[config.mk]
export PLATFORM = sky130hd
export DESIGN_NAME = bus_slave_responder
export DESIGN_NICKNAME = d
export VERILOG_FILES = /design/src/rtl/bus_slave_responder.sv
export SDC_FILE = /design/constraint.sdc
export NUM_CORES = 1
export LEC_CHECK = 0
export ABC_AREA = 1
export CAP_MARGIN = 0
export CORE_MARGIN = 2
export CORE_UTILIZATION = 35
export CTS_CLUSTER_DIAMETER = 120
export DETAILED_ROUTE_END_ITERATION = 6
export SLEW_MARGIN = 20
export SYNTH_ARGS = -nofsm -noshare
export SYNTH_HDL_FRONTEND = slang
export SYNTH_SLANG_ARGS = --single-unit
export TNS_END_PERCENT = 30
[constraint.sdc]
create_clock -name Clk -period 2.32 [get_ports Clk]
set_input_delay 0.464 -clock Clk [delete_from_list [all_inputs] [get_ports Clk]]
set_output_delay 0.464 -clock Clk [all_outputs]
set_load 0.005 [all_outputs]
[src/rtl/bus_slave_responder.sv]
`default_nettype none
// ============================================================================
// Module      : bus_slave_responder
// Description : Slave end of the master/slave bus. Accepts single-beat
//               read/write requests on a valid/ready request channel, backs
//               them with a small register file, and returns one response per
//               request on a valid/ready response channel after a fixed
//               number of wait states.
// Revision    : 1.0 - initial release
// ============================================================================
module bus_slave_responder #(
    parameter int DATA_W      = 16,
    parameter int ADDR_W      = 4,
    parameter int DEPTH       = 12,
    parameter int WAIT_STATES = 2
) (
    input  logic              Clk,
    input  logic              Reset_n,
    input  logic              req_valid,
    output logic              req_ready,
    input  logic              req_write,
    input  logic [ADDR_W-1:0] req_addr,
    input  logic [DATA_W-1:0] req_wdata,
    output logic              resp_valid,
    input  logic              resp_ready,
    output logic [DATA_W-1:0] resp_rdata,
    output logic              resp_err,
    output logic              busy
);

    localparam logic [ADDR_W:0] c_DEPTH = (ADDR_W + 1)'(DEPTH);
    localparam logic [3:0]      c_WAIT  = 4'(WAIT_STATES);

    typedef enum logic [1:0] {
        S_IDLE = 2'd0,
        S_WAIT = 2'd1,
        S_RESP = 2'd2
    } state_t;

    state_t             r_state;
    state_t             w_next_state;
    logic [3:0]         r_cnt;
    logic               r_write;
    logic [ADDR_W-1:0]  r_addr;
    logic [DATA_W-1:0]  r_wdata;
    logic [DATA_W-1:0]  r_rdata;
    logic               r_err;
    logic [DATA_W-1:0]  r_regs [0:DEPTH-1];

    logic               w_accept;
    logic               w_enter_resp;
    logic               w_in_range;
    logic               w_commit;

    // The WAIT state always spends one cycle decoding the latched address,
    // followed by WAIT_STATES programmable cycles; the counter is loaded with
    // WAIT_STATES and the response is produced once it has run down to zero.
    assign w_accept     = (r_state == S_IDLE) && req_valid;
    assign w_enter_resp = (r_state == S_WAIT) && (r_cnt == 4'd0);
    assign w_in_range   = ({1'b0, r_addr} < c_DEPTH);
    assign w_commit     = w_enter_resp && w_in_range && r_write;

    // State register
    always_ff @(posedge Clk or negedge Reset_n) begin
        if (!Reset_n) begin
            r_state <= S_IDLE;
        end else begin
            r_state <= w_next_state;
        end
    end

    // Next-state decode
    always_comb begin
        w_next_state = r_state;
        case (r_state)
            S_IDLE: if (req_valid)            w_next_state = S_WAIT;
            S_WAIT: if (r_cnt == 4'd0)        w_next_state = S_RESP;
            S_RESP: if (resp_ready)           w_next_state = S_IDLE;
            default:                          w_next_state = S_IDLE;
        endcase
    end

    // Request capture and wait-state counter
    always_ff @(posedge Clk or negedge Reset_n) begin
        if (!Reset_n) begin
            r_cnt   <= 4'd0;
            r_write <= 1'b0;
            r_addr  <= '0;
            r_wdata <= '0;
        end else if (w_accept) begin
            r_cnt   <= c_WAIT;
            r_write <= req_write;
            r_addr  <= req_addr;
            r_wdata <= req_wdata;
        end else if ((r_state == S_WAIT) && (r_cnt != 4'd0)) begin
            r_cnt   <= r_cnt - 4'd1;
        end
    end

    // Register file; writes commit on the edge that enters RESP
    always_ff @(posedge Clk or negedge Reset_n) begin
        if (!Reset_n) begin
            for (int i = 0; i < DEPTH; i++) begin
                r_regs[i] <= '0;
            end
        end else if (w_commit) begin
            r_regs[r_addr] <= r_wdata;
        end
    end

    // Response data/error, loaded on RESP entry and held through any stall
    always_ff @(posedge Clk or negedge Reset_n) begin
        if (!Reset_n) begin
            r_rdata <= '0;
            r_err   <= 1'b0;
        end else if (w_enter_resp) begin
            if (w_in_range) begin
                r_rdata <= r_write ? '0 : r_regs[r_addr];
                r_err   <= 1'b0;
            end else begin
                r_rdata <= '0;
                r_err   <= 1'b1;
            end
        end
    end

    // Outputs are pure state decode or registered values
    assign req_ready  = (r_state == S_IDLE);
    assign busy       = (r_state != S_IDLE);
    assign resp_valid = (r_state == S_RESP);
    assign resp_rdata = r_rdata;
    assign resp_err   = r_err;

endmodule
`default_nettype wire

### Word-level counts from Yosys, hierarchy flattened

Cells that the tools add are included.
W data, S select, Z words.

| operators by class | value |
|---|---|
| bitwise operators | 1 |
| order comparisons | 3 |
| reductions and logical operators | 12 |
| muxes and demuxes | 15 |
| add/sub/neg operators | 1 |
| equality and inequality tests | 5 |

Operator list:

| cell | count |
|---|---|
| $bwmux W192 | 1 |
| $mux W16 | 5 |
| $bmux W16 S4 | 1 |
| $demux W16 S4 | 1 |
| $mux W4 | 2 |
| $logic_and A1 B1 Y1 | 6 |
| $mux W2 | 3 |
| $pmux W2 S3 | 1 |
| $ge A5 B5 Y1 const B | 1 |
| $lt A5 B1 Y1 const B | 1 |
| $not A4 Y5 | 1 |
| $logic_not A4 Y1 | 1 |
| $lt A4 B4 Y1 const B | 1 |
| $ne A2 B2 Y1 const B | 2 |
| $reduce_bool A2 Y1 | 2 |
| $reduce_bool A4 Y1 | 1 |
| $sub A4 B1 Y4 const B | 1 |
| $reduce_and A3 Y1 | 1 |
| $eq A2 B1 Y1 const B | 1 |
| $eq A2 B2 Y1 const B | 1 |
| $logic_not A2 Y1 | 1 |
| $ne A2 B1 Y1 const B | 1 |
| $mux W1 | 1 |

| storage, ports and cells | value |
|---|---|
| register bits after elaboration | 236 |
| output and inout bits | 20 |

### Logic depth before layout (Yosys ltp)

| logic depth | value |
|---|---|
| word-level depth | 6 |
| mapped depth | 12 |
| depth with buffers taken out | 9 |

### Worst setup path after synthesis

Ideal clock, no wire load.

| path | value |
|---|---|
| kind | flip-flop to flip-flop |
| start | register r_cnt[0] |
| end | register r_regs[133] (netlist name) |
| stages on the path, launching flop included | 12 |
| buffers on the path | 2 |
| setup time | 0.117 ns |
| data required time | 2.203 ns |
| arrival | 1.585 ns |
| clock period less this slack | 1.702 ns |
| slack | 0.618 ns |
| path through | dfrtp_1 -> inv_1 -> ha_1 -> nand2_1 -> nor2_2 -> nand2_2 -> nor2_4 -> buf_8 -> nand2_2 -> buf_6 -> nand2_1 -> nand2_1 |

| on the way | value |
|---|---|
| longest elaborated chain between the ends | 4 |

Ends and longest elaborated chain:

| what | line | text |
|---|---|---|
| start: declaration | 42 | `logic [3:0] r_cnt;` |
| start signal: assignment | 91 | `r_cnt <= c_WAIT;` |
| start signal: assignment | 96 | `r_cnt <= r_cnt - 4'd1;` |
| $logic_not A4 Y1 | 59 | `assign w_enter_resp = (r_state == S_WAIT) && (r_cnt == 4'd0);` |
| $logic_and A1 B1 Y1 | 59 |  |
| $logic_and A1 B1 Y1 (2 in a row) | 61 | `assign w_commit = w_enter_resp && w_in_range && r_write;` |
| end signal: indexed assignment | 107 | `r_regs[r_addr] <= r_wdata;` |
| end: declaration | 48 | `logic [DATA_W-1:0] r_regs [0:DEPTH-1];` |

No other way between the ends.
A chain may end at the register's enable or synchronous reset.

### Worst setup path after layout

| path | value |
|---|---|
| start | register r_state[0] |
| end | output port req_ready |

| on the way | value |
|---|---|
| longest elaborated chain between the ends | 1 |

Ends and longest elaborated chain:

| what | line | text |
|---|---|---|
| start: declaration | 40 | `state_t r_state;` |
| start signal: assignment | 68 | `r_state <= w_next_state;` |
| $logic_not A2 Y1 | 128 | `assign req_ready = (r_state == S_IDLE);` |
| end: declaration | 20 | `output logic req_ready,` |

No other way between the ends.

==> results.py <==
metrics = {
    "worst_setup_path": {
        "r2r_cells": 10,
        "r2r-start": "r_cnt[0]$_DFFE_PN0P_",
        "crit_fanout": 4,
        "required_ns": 1.86,
        "cp-end-kind": "output port",
        "worstSetupStartpointType": "flip-flop",
        "reg2reg_slack_ns": 0.26,
        "worstPathArrival_ns": 1.66,
        "crit_type": "flip-flop to output port",
        "worstReg2RegEnd": "r_regs[101]$_DFFE_PN0P_",
    },
    "final_layout": {
        "fin_nets": 1631,
        "area_delta_synth_final_pct": 15.3,
        "drive_gt1_share_pct": 7.27,
        "diodes": 0,
        "fillers": 3428,
    },
    "global_route": {
        "antenna_found_initial": 0,
        "grt_overflow_total": 0,
        "grt_pass1_vias": 9686,
        "grt_pass1_wl_um": 56300,
        "grt_max_degree": 71,
        "grtUsageTotal_pct": 21.1,
    },
    "timing": {
        "fmaxAchievable_ghz": 0.470,
        "rsz0062_at_grt": "no",
        "fin_crit_sh_pct": 91.6,
        "final-max-slew-violation-count": 0,
        "fin_crit_ns": 2.13,
        "hold_viol": 0,
        "fin_skew_ns": 0.0179,
        "finalSetupTns_ns": 0,
        "finalSetupViolCount": 0,
        "max_slew.worst_pin.slew_ns": 0.994,
        "slew_headroom_pct": 33.7,
    },
    "clock_tree": {
        "cts.sinks": 236,
        "clk-insertion-delay-late_ns": 0.54,
        "clk_pin_slew_ns": 0.06,
        "cts_tree": "done",
        "ctsHtreeMaxLevel": 1,
        "cts_root_buf": "clkbuf_16",
        "clock_path_buffers": 3,
        "cts_made_buffers": 27,
        "post_cts_buffers": 0,
    },
    "routing": {
        "routed_wl_um": 35200,
        "viasPerCell": 4.91,
        "drtPass1Iterations": 5,
        "wire_per_inst_um": 17.0,
        "ant_nets": 0,
        "num_vias": 10100,
        "drc": 0,
        "drtIter0Drc": 1054,
    },
    "power_and_ir_drop": {
        "p_total_w": 0.0166,
        "leakagePower_nw": 7.54,
        "max-vdd-ir-drop_mv": 0.538,
        "powerDensity_mw_per_mm2": 1240,
    },
    "place": {
        "dp_hpwl_um": 22300,
        "routabilityCongestion": 0.883,
        "io_buffer_count": 44,
    },
    "yosys": {
        "netlist_top_cells_area": "dfrtp_1 51%, nand2_1 32%, nand3_1 9.1%, clkbuf_1 1.5%, buf_2 1.4%",
        "synth_top_area_cell": "dfrtp_1",
        "ys_seq_elements": 236,
        "synth.distinct_cells": 22,
        "ys_warn_count": 0,
        "yosysSeqAreaShare_pct": 51.1,
        "synth.top_cell.area_share_pct": 51.1,
        "syn_area_mm2": 0.0116,
        "synth_cells": 1594,
        "avgSynthCellArea_um2": 7.26,
        "synthesis.nets": 1621,
    },
    "floorplanning": {
        "io_pins": 45,
        "die_width_um": 186,
        "die-height_um": 186,
        "coreArea_mm2": 0.0325,
        "start_util_pct": 35.5,
        "dieArea_mm2": 0.0345,
        "num_rows": 66,
    },
    "worst_hold_path": {
        "worstHoldPathType": "input pin to async pin",
    },
    "outcome": {
        "status": "finished clean",
    },
    "job": {
        "max_cap_violations": 0,
    },
}
## cells by family after synthesis
kind of cell / Yosys count / synth area share [%]
AOI/OAI and AO/OA: 12 / 0.563
adders and majority gates: 2 / 0.216
DFF: 236 / 51.1
and+or+nand+nor: 1225 / 43.2
buffers and inverters: 119 / 5.00
## layout by cell type, fill, tap and decap left out
cell type / count
nor2_2: 10
dlygate4sd3_1: 1
buf_8: 1
clkinvlp_4: 1
nor2_4: 5
clkinv_1: 1
buf_12: 8
o21ai_0: 8
nor2_1: 6
inv_1: 9
nand2_4: 9
dfrtp_4: 1
buf_4: 32
o31ai_1: 1
o21a_1: 1
clkinv_2: 8
nand3_1: 211
nand2_1: 981
clkdlybuf4s50_1: 43
ha_1: 2
dfrtp_1: 235
clkbuf_16: 27
bufinv_16: 1
clkbuf_8: 7
inv_2: 5
a21oi_1: 2
nand2_2: 3
clkbuf_1: 5
## state kept, by name, summed over array words and instances (netlist names)
signal,flops
r_addr,4
r_cnt,4
r_regs,192
r_state,2
r_wdata,16
r_write,1
resp_err,1
resp_rdata,16
## where the power goes
group | switching, W | total, W | internal [W] | leakage, nW
clock network | 0.00170 | 0.00417 | 0.00246 | 0.435
logic | 0.00356 | 0.00522 | 0.00166 | 3.88
registers | 0.00174 | 0.00719 | 0.00545 | 3.23
## through the flow
stage	hold slack [ns]	cells	worst slack (ns)	utilization, %	area [µm²]
after floorplan	0.168	1594	0.618	-	11600
after detailed placement	0.425	2016	0.216	38.3	12400
after global routing	0.463	2066	0.0454	41.0	13300
after CTS	0.453	2066	0.173	41.0	13300
final	0.453	2066	0.194	41.0	13300
after global placement	0.425	2016	0.266	38.3	12400
## how the worst max path moves through the flow
| stage | slack [ns] | endpoint | startpoint |
|---|---|---|---|
| CTS | 0.17 | req_ready | r_state[0]$_DFFE_PN0P_ |
| global placement | 0.27 | r_regs[179]$_DFFE_PN0P_ | r_cnt[0]$_DFFE_PN0P_ |
| finish | 0.19 | req_ready | r_state[0]$_DFFE_PN0P_ |
| global route | 0.05 | r_regs[111]$_DFFE_PN0P_ | r_cnt[0]$_DFFE_PN0P_ |
| floorplan | 0.62 | r_regs[133]$_DFFE_PN0P_ | r_cnt[0]$_DFFE_PN0P_ |
| detailed placement | 0.22 | r_regs[176]$_DFFE_PN0P_ | r_cnt[0]$_DFFE_PN0P_ |
## cell type report
cell class / instances / area, µm² / area share [%]
repair buffers: 85 / 856 / 6.42
inverters: 15 / 56.3 / 0.422
well taps: 442 / 553 / 4.15
clock buffers: 39 / 791 / 5.93
multi-input cells: 1239 / 5090 / 38.2
clock inverters: 10 / 77.6 / 0.582
flip-flops and latches: 236 / 5910 / 44.3
## layer usage
layer  routed length, µm  GRT usage, %  part of all wire, %
met5                   0             0                    0
met4                 876          6.14                  2.5
met3                2390          3.15                  6.8
met2               15600          32.1                   44
met1               16300          31.0                   46
## Yosys cell counts
master and number:
nor2_4 5, nand2_2 3, buf_6 1, nand2_4 8, nor2_1 6, nor2_2 10
buf_1 4, o21ai_0 8, buf_8 1, ha_1 2, inv_2 5, nand2_1 982
buf_4 19, clkinv_1 1, o31ai_1 1, buf_2 33, dfrtp_1 236, o21a_1 1
a21oi_1 2, inv_1 9, clkbuf_1 46, nand3_1 211
## worst max-delay path: stages, from the launching register on
cell and delay (ns):
dfrtp_1 0.41, nor2_1 0.18, clkdlybuf4s50_1 0.54
## timing repair
action | in CTS | in global routing
hold buffers | 1 | 0
hold endpoints to repair | 49 | 0
gates resized for setup | 0 | 2
endpoints found under the setup margin | 0 | 29
Power figures use the tool's default switching activity.
